### config.mk
export PLATFORM = sky130hd
export DESIGN_NAME = cpu_param_flat
export DESIGN_NICKNAME = d
export VERILOG_FILES = /design/src/rtl/cpu_param_pkg.sv /design/src/rtl/cpu_param_if.sv /design/src/rtl/cpu_param_ula.sv /design/src/rtl/cpu_param.sv /design/src/flat_wrapper.sv
export SDC_FILE = /design/constraint.sdc
export NUM_CORES = 1
export LEC_CHECK = 0
export CORE_UTILIZATION = 46
export CTS_CLUSTER_DIAMETER = 150
export CTS_CLUSTER_SIZE = 16
export DETAILED_ROUTE_END_ITERATION = 12
export PLACE_DENSITY = 0.73
export SKIP_CTS_REPAIR_TIMING = 1
export SYNTH_ARGS = -nofsm -noshare
export SYNTH_HDL_FRONTEND = slang
export SYNTH_SLANG_ARGS = --single-unit
### constraint.sdc
create_clock -name clk -period 3.9 [get_ports clk]
set_clock_uncertainty 0.15 [all_clocks]
set_input_delay 0.975 -clock clk [delete_from_list [all_inputs] [get_ports clk]]
set_output_delay 0.975 -clock clk [all_outputs]
set_load 0.05 [all_outputs]
### src/rtl/cpu_param_pkg.sv
// Shared encodings for the accumulator CPU: opcodes, addressing modes and FSM states.
// Also holds small opcode-classification helpers used by the datapath and bus logic.
package cpu_param_pkg;

  localparam int OPCODE_W = 4;

  typedef enum logic [3:0] {
    OP_NOP = 4'h0,
    OP_STA = 4'h1,
    OP_LDA = 4'h2,
    OP_ADD = 4'h3,
    OP_SUB = 4'h4,
    OP_AND = 4'h5,
    OP_OR  = 4'h6,
    OP_NOT = 4'h7,
    OP_J   = 4'h8,
    OP_JN  = 4'h9,
    OP_JZ  = 4'hA,
    OP_IN  = 4'hB,
    OP_OUT = 4'hC,
    OP_SHR = 4'hD,
    OP_SHL = 4'hE,
    OP_HLT = 4'hF
  } opcode_t;

  typedef enum logic [1:0] {
    MODE_DIR  = 2'b00,
    MODE_IND  = 2'b01,
    MODE_IM   = 2'b10,
    MODE_NONE = 2'b11
  } mode_t;

  typedef enum logic [2:0] {
    S_FETCH  = 3'd0,
    S_DECODE = 3'd1,
    S_OPND   = 3'd2,
    S_INDIR  = 3'd3,
    S_EXEC   = 3'd4,
    S_IO_IN  = 3'd5,
    S_IO_OUT = 3'd6,
    S_HALT   = 3'd7
  } state_t;

  // Opcodes whose data operand comes from memory (or the immediate word).
  function automatic logic is_alu_read(opcode_t op);
    return (op == OP_LDA) || (op == OP_ADD) || (op == OP_SUB) ||
           (op == OP_AND) || (op == OP_OR);
  endfunction

  function automatic logic writes_carry(opcode_t op);
    return (op == OP_ADD) || (op == OP_SUB) || (op == OP_SHR) || (op == OP_SHL);
  endfunction

  function automatic logic is_jump(opcode_t op);
    return (op == OP_J) || (op == OP_JN) || (op == OP_JZ);
  endfunction

endpackage

### src/rtl/cpu_param_if.sv
// Memory bus between the CPU (master) and its memory (slave).
// Handshake: master raises mem_req with mem_addr/mem_we/mem_wdata held stable until it
// samples mem_ack=1 on a rising edge; mem_rdata is valid in that same cycle. The master
// then drops mem_req for at least one cycle, and ignores mem_ack while mem_req is low.
interface cpu_param_if #(
  parameter int DATA_W = 16,
  parameter int ADDR_W = 8
);
  logic              mem_req;
  logic              mem_we;
  logic [ADDR_W-1:0] mem_addr;
  logic [DATA_W-1:0] mem_wdata;
  logic              mem_ack;
  logic [DATA_W-1:0] mem_rdata;

  modport master (
    output mem_req, mem_we, mem_addr, mem_wdata,
    input  mem_ack, mem_rdata
  );

  modport slave (
    input  mem_req, mem_we, mem_addr, mem_wdata,
    output mem_ack, mem_rdata
  );
endinterface

### src/rtl/cpu_param_ula.sv
// Combinational ALU: result plus N/Z/C for the accumulator CPU.
// C is meaningful only for ADD, SUB (no-borrow), SHR and SHL; the caller decides what to commit.
module ula_param
  import cpu_param_pkg::*;
#(
  parameter int DATA_W = 16
) (
  input  opcode_t           op_i,
  input  logic [DATA_W-1:0] a_i,
  input  logic [DATA_W-1:0] b_i,
  output logic [DATA_W-1:0] res_o,
  output logic              n_o,
  output logic              z_o,
  output logic              c_o
);

  logic [DATA_W:0] sum;

  always_comb begin
    sum   = '0;
    res_o = a_i;
    c_o   = 1'b0;
    case (op_i)
      OP_LDA: res_o = b_i;
      OP_ADD: begin
        sum   = {1'b0, a_i} + {1'b0, b_i};
        res_o = sum[DATA_W-1:0];
        c_o   = sum[DATA_W];
      end
      // Two's-complement subtract; carry-out is the no-borrow flag.
      OP_SUB: begin
        sum   = {1'b0, a_i} + {1'b0, ~b_i} + (DATA_W+1)'(1);
        res_o = sum[DATA_W-1:0];
        c_o   = sum[DATA_W];
      end
      OP_AND: res_o = a_i & b_i;
      OP_OR:  res_o = a_i | b_i;
      OP_NOT: res_o = ~a_i;
      OP_SHR: begin
        res_o = {1'b0, a_i[DATA_W-1:1]};
        c_o   = a_i[0];
      end
      OP_SHL: begin
        res_o = {a_i[DATA_W-2:0], 1'b0};
        c_o   = a_i[DATA_W-1];
      end
      default: ;
    endcase
  end

  assign n_o = res_o[DATA_W-1];
  assign z_o = (res_o == '0);

endmodule

### src/rtl/cpu_param.sv
// Parametrised accumulator CPU: multi-cycle FSM over a req/ack memory bus, IN/OUT
// valid/ready ports, and observation outputs (AC, PC, flags, halted, FSM state).
module cpu_param
  import cpu_param_pkg::*;
#(
  parameter int DATA_W = 16,
  parameter int ADDR_W = 8
) (
  input  logic              clk,
  input  logic              rst_n,
  cpu_param_if.master       mem,
  input  logic [DATA_W-1:0] entrada,
  input  logic              entrada_valid,
  output logic              entrada_ready,
  output logic [DATA_W-1:0] saida,
  output logic              saida_valid,
  input  logic              saida_ready,
  output logic [DATA_W-1:0] acumulador,
  output logic [ADDR_W-1:0] qPC,
  output logic              flag_n,
  output logic              flag_z,
  output logic              flag_c,
  output logic              halted,
  output state_t            dbg_state
);

  state_t            state_q, state_d;
  logic [ADDR_W-1:0] pc_q, pc_d;
  logic [DATA_W-1:0] ac_q, ac_d;
  opcode_t           ri_op_q, ri_op_d;
  mode_t             ri_mode_q, ri_mode_d;
  logic [DATA_W-1:0] opnd_q, opnd_d;
  logic [ADDR_W-1:0] ea_q, ea_d;
  logic              n_q, n_d, z_q, z_d, c_q, c_d;
  logic [DATA_W-1:0] saida_q, saida_d;
  logic              saida_valid_q, saida_valid_d;
  logic              gap_q;

  logic              is_imm;
  logic              mem_active;
  logic              bus_we;
  logic [ADDR_W-1:0] bus_addr;
  logic              xfer_done;

  opcode_t           alu_op;
  logic [DATA_W-1:0] alu_b;
  logic [DATA_W-1:0] alu_res;
  logic              alu_n, alu_z, alu_c;
  logic              alu_commit;
  logic              jump_taken;

  assign is_imm = (ri_mode_q == MODE_IM) || (ri_mode_q == MODE_NONE);

  // Which states need a bus transfer, and with what address/direction.
  always_comb begin
    mem_active = 1'b0;
    bus_we     = 1'b0;
    bus_addr   = pc_q;
    case (state_q)
      S_FETCH, S_OPND: mem_active = 1'b1;
      S_INDIR: begin
        mem_active = 1'b1;
        bus_addr   = opnd_q[ADDR_W-1:0];
      end
      S_EXEC: begin
        bus_addr = ea_q;
        if (!is_imm && (is_alu_read(ri_op_q) || (ri_op_q == OP_STA))) begin
          mem_active = 1'b1;
          bus_we     = (ri_op_q == OP_STA);
        end
      end
      default: ;
    endcase
  end

  // gap_q forces the idle cycle after every completed transfer and masks mem_req in reset.
  assign mem.mem_req   = mem_active && !gap_q;
  assign mem.mem_we    = mem.mem_req && bus_we;
  assign mem.mem_addr  = bus_addr;
  assign mem.mem_wdata = ac_q;
  assign xfer_done     = mem.mem_req && mem.mem_ack;

  always_comb begin
    alu_op = ri_op_q;
    alu_b  = is_imm ? opnd_q : mem.mem_rdata;
    if (state_q == S_IO_IN) begin
      alu_op = OP_LDA;
      alu_b  = entrada;
    end
  end

  ula_param #(.DATA_W(DATA_W)) u_ula (
    .op_i  (alu_op),
    .a_i   (ac_q),
    .b_i   (alu_b),
    .res_o (alu_res),
    .n_o   (alu_n),
    .z_o   (alu_z),
    .c_o   (alu_c)
  );

  always_comb begin
    case (ri_op_q)
      OP_J:    jump_taken = 1'b1;
      OP_JN:   jump_taken = n_q;
      OP_JZ:   jump_taken = z_q;
      default: jump_taken = 1'b0;
    endcase
  end

  always_comb begin
    state_d       = state_q;
    pc_d          = pc_q;
    ac_d          = ac_q;
    ri_op_d       = ri_op_q;
    ri_mode_d     = ri_mode_q;
    opnd_d        = opnd_q;
    ea_d          = ea_q;
    n_d           = n_q;
    z_d           = z_q;
    c_d           = c_q;
    saida_d       = saida_q;
    saida_valid_d = saida_valid_q;
    alu_commit    = 1'b0;

    case (state_q)
      S_FETCH: begin
        if (xfer_done) begin
          ri_op_d   = opcode_t'(mem.mem_rdata[DATA_W-1 -: OPCODE_W]);
          ri_mode_d = mode_t'(mem.mem_rdata[1:0]);
          pc_d      = pc_q + ADDR_W'(1);
          state_d   = S_DECODE;
        end
      end
      S_DECODE: begin
        case (ri_op_q)
          OP_NOP: state_d = S_FETCH;
          OP_NOT, OP_SHR, OP_SHL: begin
            alu_commit = 1'b1;
            state_d    = S_FETCH;
          end
          OP_HLT: state_d = S_HALT;
          OP_IN:  state_d = S_IO_IN;
          OP_OUT: begin
            saida_d       = ac_q;
            saida_valid_d = 1'b1;
            state_d       = S_IO_OUT;
          end
          default: state_d = S_OPND;
        endcase
      end
      S_OPND: begin
        if (xfer_done) begin
          opnd_d  = mem.mem_rdata;
          ea_d    = mem.mem_rdata[ADDR_W-1:0];
          pc_d    = pc_q + ADDR_W'(1);
          state_d = (ri_mode_q == MODE_IND) ? S_INDIR : S_EXEC;
        end
      end
      S_INDIR: begin
        if (xfer_done) begin
          ea_d    = mem.mem_rdata[ADDR_W-1:0];
          state_d = S_EXEC;
        end
      end
      S_EXEC: begin
        if (is_jump(ri_op_q)) begin
          if (jump_taken) pc_d = ea_q;
          state_d = S_FETCH;
        end else if (is_alu_read(ri_op_q)) begin
          if (is_imm || xfer_done) begin
            alu_commit = 1'b1;
            state_d    = S_FETCH;
          end
        end else if (ri_op_q == OP_STA) begin
          if (is_imm || xfer_done) state_d = S_FETCH;
        end else begin
          state_d = S_FETCH;
        end
      end
      S_IO_IN: begin
        if (entrada_valid) begin
          alu_commit = 1'b1;
          state_d    = S_FETCH;
        end
      end
      S_IO_OUT: begin
        if (saida_valid_q && saida_ready) begin
          saida_valid_d = 1'b0;
          state_d       = S_FETCH;
        end
      end
      S_HALT: state_d = S_HALT;
      default: state_d = S_FETCH;
    endcase

    if (alu_commit) begin
      ac_d = alu_res;
      n_d  = alu_n;
      z_d  = alu_z;
      if (writes_carry(alu_op)) c_d = alu_c;
    end
  end

  always_ff @(posedge clk or negedge rst_n) begin
    if (!rst_n) begin
      state_q       <= S_FETCH;
      pc_q          <= '0;
      ac_q          <= '0;
      ri_op_q       <= OP_NOP;
      ri_mode_q     <= MODE_DIR;
      opnd_q        <= '0;
      ea_q          <= '0;
      n_q           <= 1'b0;
      z_q           <= 1'b1;
      c_q           <= 1'b0;
      saida_q       <= '0;
      saida_valid_q <= 1'b0;
      gap_q         <= 1'b1;
    end else begin
      state_q       <= state_d;
      pc_q          <= pc_d;
      ac_q          <= ac_d;
      ri_op_q       <= ri_op_d;
      ri_mode_q     <= ri_mode_d;
      opnd_q        <= opnd_d;
      ea_q          <= ea_d;
      n_q           <= n_d;
      z_q           <= z_d;
      c_q           <= c_d;
      saida_q       <= saida_d;
      saida_valid_q <= saida_valid_d;
      gap_q         <= xfer_done;
    end
  end

  assign entrada_ready = (state_q == S_IO_IN);
  assign saida         = saida_q;
  assign saida_valid   = saida_valid_q;
  assign acumulador    = ac_q;
  assign qPC           = pc_q;
  assign flag_n        = n_q;
  assign flag_z        = z_q;
  assign flag_c        = c_q;
  assign halted        = (state_q == S_HALT);
  assign dbg_state     = state_q;

endmodule

### src/flat_wrapper.sv
// flat-port wrapper written by rule: the top's interface ports become plain ports
module cpu_param_flat import cpu_param_pkg::*;
#(
  parameter int DATA_W = 16,
  parameter int ADDR_W = 8
)
  (clk, rst_n, entrada, entrada_valid, entrada_ready, saida, saida_valid, saida_ready, acumulador, qPC, flag_n, flag_z, flag_c, halted, dbg_state, mem_mem_req, mem_mem_we, mem_mem_addr, mem_mem_wdata, mem_mem_ack, mem_mem_rdata);
  cpu_param_if #(.DATA_W(DATA_W), .ADDR_W(ADDR_W)) mem_i ();
  input  logic clk;
  input  logic rst_n;
  input  logic [DATA_W-1:0] entrada;
  input  logic entrada_valid;
  output logic entrada_ready;
  output logic [DATA_W-1:0] saida;
  output logic saida_valid;
  input  logic saida_ready;
  output logic [DATA_W-1:0] acumulador;
  output logic [ADDR_W-1:0] qPC;
  output logic flag_n;
  output logic flag_z;
  output logic flag_c;
  output logic halted;
  output state_t dbg_state;
  output wire logic [$bits(mem_i.mem_req)-1:0] mem_mem_req;
  output wire logic [$bits(mem_i.mem_we)-1:0] mem_mem_we;
  output wire logic [$bits(mem_i.mem_addr)-1:0] mem_mem_addr;
  output wire logic [$bits(mem_i.mem_wdata)-1:0] mem_mem_wdata;
  input wire logic [$bits(mem_i.mem_ack)-1:0] mem_mem_ack;
  input wire logic [$bits(mem_i.mem_rdata)-1:0] mem_mem_rdata;
  assign mem_mem_req = mem_i.mem_req;
  assign mem_mem_we = mem_i.mem_we;
  assign mem_mem_addr = mem_i.mem_addr;
  assign mem_mem_wdata = mem_i.mem_wdata;
  assign mem_i.mem_ack = mem_mem_ack;
  assign mem_i.mem_rdata = mem_mem_rdata;
  cpu_param #(.DATA_W(DATA_W), .ADDR_W(ADDR_W)) u_core (.clk(clk), .rst_n(rst_n), .mem(mem_i), .entrada(entrada), .entrada_valid(entrada_valid), .entrada_ready(entrada_ready), .saida(saida), .saida_valid(saida_valid), .saida_ready(saida_ready), .acumulador(acumulador), .qPC(qPC), .flag_n(flag_n), .flag_z(flag_z), .flag_c(flag_c), .halted(halted), .dbg_state(dbg_state));
endmodule
==> impl_metrics.py, run 1 <==
metrics = {
    "cts": {
        "cts_made_buffers": 9,
        "cts_tree": "done",
        "cts_root_buf": "clkbuf_16",
        "cts_buffer_depth": 2,
        "clock_latency_ns": 0.35,
        "htreeDepth": 3,
        "clkTransAtPathRegs_ns": 0.07,
        "cts_sinks": 77,
    },
    "setup_path": {
        "r2r_setup_slack_ns": 0.09,
        "path_cells": "dlymetal6s2s_1, mux2i_2, nand2_2, o21a_1, ha_2, inv_1, fa_2, nor2b_2, o21a_1, o31a_1, xnor2_2, a221oi_2, a21oi_2, nor4_4, o2111ai_2, o21ai_1",
        "arrival_ns": 3.99,
        "reg2reg_depth": 15,
        "worst-path-buf-inv": 2,
        "r2r_start": "u_core.dbg_state[1]$_DFFE_PN0P_",
        "cpMostUsedCell": "o21a_1",
        "cp_slowest_cell": "fa_2",
        "path_class": "in2reg",
        "start_kind": "primary input",
        "cp.required_ns": 4.03,
        "critPathMaxFanout": 3,
        "worst_path_largest_cell_delay_ns": 0.37,
        "critPathCaptureType": "flop",
        "crit_family": "compound AO/OA/AOI/OAI gates",
        "r2r-end": "u_core.flag_z$_DFFE_PN1P_",
    },
    "sta": {
        "fin_crit_sh_pct": 98.8,
        "period_minus_slack_ns": 3.85,
        "rsz0062_at_grt": "true",
        "final-setup-viol-count": 0,
        "fmax_ghz": 0.259,
        "drv_slew": 0,
        "maxSlewHeadroom_pct": 28.7,
        "final.setup.tns_ns": 0,
        "hold_viol_final": 0,
        "tightest_slew_ns": 1.07,
    },
    "hold_path": {
        "min_to": "u_core.saida[4]$_DFFE_PN0P_",
        "hold_depth": 2,
        "min-delay-start": "u_core.saida[4]$_DFFE_PN0P_",
        "hold_class": "reg2reg",
    },
    "floorplanning": {
        "io_pins": 112,
        "die_area_mm2": 0.0162,
        "core_mm2": 0.0153,
        "start_util_pct": 47.2,
        "rows": 45,
        "die_w_um": 127,
        "die_h_um": 127,
    },
    "grt": {
        "grt_pass1_wl_mm": 42.8,
        "grt_max_degree": 78,
        "antenna_found_initial": 2,
        "grt_pass1_vias": 7450,
        "grt_overflow": 0,
        "grtUsageTotal_pct": 34.9,
    },
    "synthesis": {
        "synth_top_area_share_pct": 26.0,
        "postSynthCellCount": 891,
        "yosys-top-cells-count": "88 x nand2_1, 75 x dfrtp_1, 69 x a21oi_1",
        "yosysTopAreaCell": "dfrtp_1",
        "synth_edf_count": 0,
        "synth-warning-count": 0,
        "synthDistinctLibCells": 77,
        "synth-seq-area-share_pct": 26.8,
        "synth_area_mm2": 0.00721,
        "synthFlopType": "dfrtp_1",
        "synthTopCellsByArea": "dfrtp_1 26%, ha_1 9.9%, a21oi_1 4.8%, nand2_1 4.6%, o21ai_0 4.1%",
        "synth-seq-cells": 77,
        "synth_fp_nets": 987,
        "synth-async-reset-ratio_pct": 100,
        "synth_most_common_cell": "nand2_1",
        "syn_avg_cell_area_um2": 8.09,
    },
    "placement": {
        "dpl-instance-area_mm2": 0.00946,
        "hpwl_mm": 21.0,
        "portBuffers": 111,
        "dp.cells": 1302,
        "gp_congestion": 1.03,
    },
    "detailed_routing": {
        "drt_first_pass_iters": 8,
        "num_vias": 8196,
        "wire_per_inst_um": 21.6,
        "drt_iter0_markers": 964,
        "viasPerCell": 6.17,
        "drc_errors": 0,
        "wirelength_mm": 28.7,
        "ant_nets": 0,
    },
    "run": {
        "maxCapViolCount": 0,
    },
    "layout": {
        "final_nets": 1207,
        "areaGrowthSynthToFinish_pct": 43.9,
        "post-route-util_pct": 68.0,
        "final_cell_area_mm2": 0.0104,
        "final_layout_size_suffix_gt1_share_pct": 28.4,
        "finalNonFillerCells": 1328,
    },
    "status": {
        "outcome": "finished, final reports clean",
    },
}
per-layer routing:
layer / GRT usage [%] / vias to the layer above / share of wire, %
met4: 13.3 / 2 / 3.1
met5: 0 / - / 0.045
met3: 5.70 / 71 / 9.7
met2: 53.7 / 486 / 45
met1: 48.9 / 3930 / 42
li1: - / 3707 / -
cells in the final DEF, fill, tap and decap left out, types with 8 or more instances in the layout:
| cell type | count |
|---|---|
| a31oi_1 | 8 |
| inv_1 | 51 |
| o22ai_1 | 34 |
| ha_1 | 42 |
| buf_4 | 168 |
| clkdlybuf4s50_1 | 91 |
| o221ai_1 | 9 |
| ha_4 | 9 |
| nand2b_1 | 11 |
| mux2i_1 | 18 |
| clkbuf_16 | 9 |
| nor2_1 | 58 |
| mux2_2 | 26 |
| dlymetal6s2s_1 | 13 |
| nor2b_1 | 11 |
| nor3_1 | 18 |
| dfrtp_1 | 72 |
| o21ai_0 | 55 |
| a21oi_1 | 64 |
| nand2_1 | 87 |
| o21a_1 | 15 |
| nand3_1 | 23 |
| nand4_1 | 8 |
flip-flops by register name, summed over array words and instances (netlist names):
| signal | cells |
|---|---|
| u_core.ri_mode_q | 2 |
| u_core.saida_valid | 1 |
| u_core.flag_z | 1 |
| u_core.acumulador | 16 |
| u_core.ri_op_q | 4 |
| u_core.gap_q | 1 |
| u_core.qPC | 8 |
| u_core.ea_q | 8 |
| u_core.opnd_q | 16 |
| u_core.flag_c | 1 |
| u_core.saida | 16 |
| u_core.dbg_state | 3 |
cells by family (layout without fill, tap and decap cells):
logic type | after synthesis | after routing | share of synthesized area (%)
simple gates | 272 | 272 | 18.4
buf+inv | 126 | 351 | 7.85
compound gates | 293 | 293 | 27.2
mux | 53 | 53 | 7.99
other cells | 0 | 1 | 0
fa+ha+maj | 59 | 59 | 10.5
flops | 77 | 77 | 26.8
xor+xnor | 11 | 11 | 1.34
how the worst max path moves through the flow:
stage,slack (ns),startpoint,endpoint,cells after the start
floorplan,0.002,u_core.dbg_state[2]$_DFFE_PN0P_,u_core.flag_z$_DFFE_PN1P_,18
detailed placement,-0.87,mem_mem_rdata[0],u_core.flag_z$_DFFE_PN1P_,16
global route,-0.07,entrada[4],u_core.flag_z$_DFFE_PN1P_,14
finish,0.05,mem_mem_rdata[0],u_core.flag_z$_DFFE_PN1P_,16
global placement,-0.80,mem_mem_rdata[0],u_core.flag_z$_DFFE_PN1P_,16
CTS,-0.54,mem_mem_rdata[0],u_core.flag_z$_DFFE_PN1P_,16
worst min-delay path: stages (launching register included):
cell,delay (ns)
dfrtp_1,0.34
nand2_1,0.05
o21ai_0,0.06
stage by stage:
step           worst slack (ns)  hold WS [ns]
2_1_floorplan           0.00208         0.297
3_3_place_gp             -0.804         0.311
3_5_place_dp             -0.872         0.319
4_1_cts                  -0.545         0.334
5_1_grt                 -0.0690         0.347
6_report                 0.0452         0.327
area by class of cell:
cell class,instances,area [um^2]
well taps,211,264
clock inverters,7,73.8
multi-input cells,688,5210
diodes,1,2.50
inverters,55,211
flip-flops and latches,77,1930
fillers,1283,4890
clock buffers,9,225
repair buffers,280,2450
Power of run 1 is left out: the tool's default activity adds up to more than one toggle a clock period on the data nets, which glitch-free logic cannot reach.
==> inputs of run 2 (changes only) <==
Settings changed: HOLD_SLACK_MARGIN from default to 0.12.
==> results of run 2 <==
The final DEF is identical to that of run 1; final timing and power are the same.
Power of run 2 is left out for the same reason.
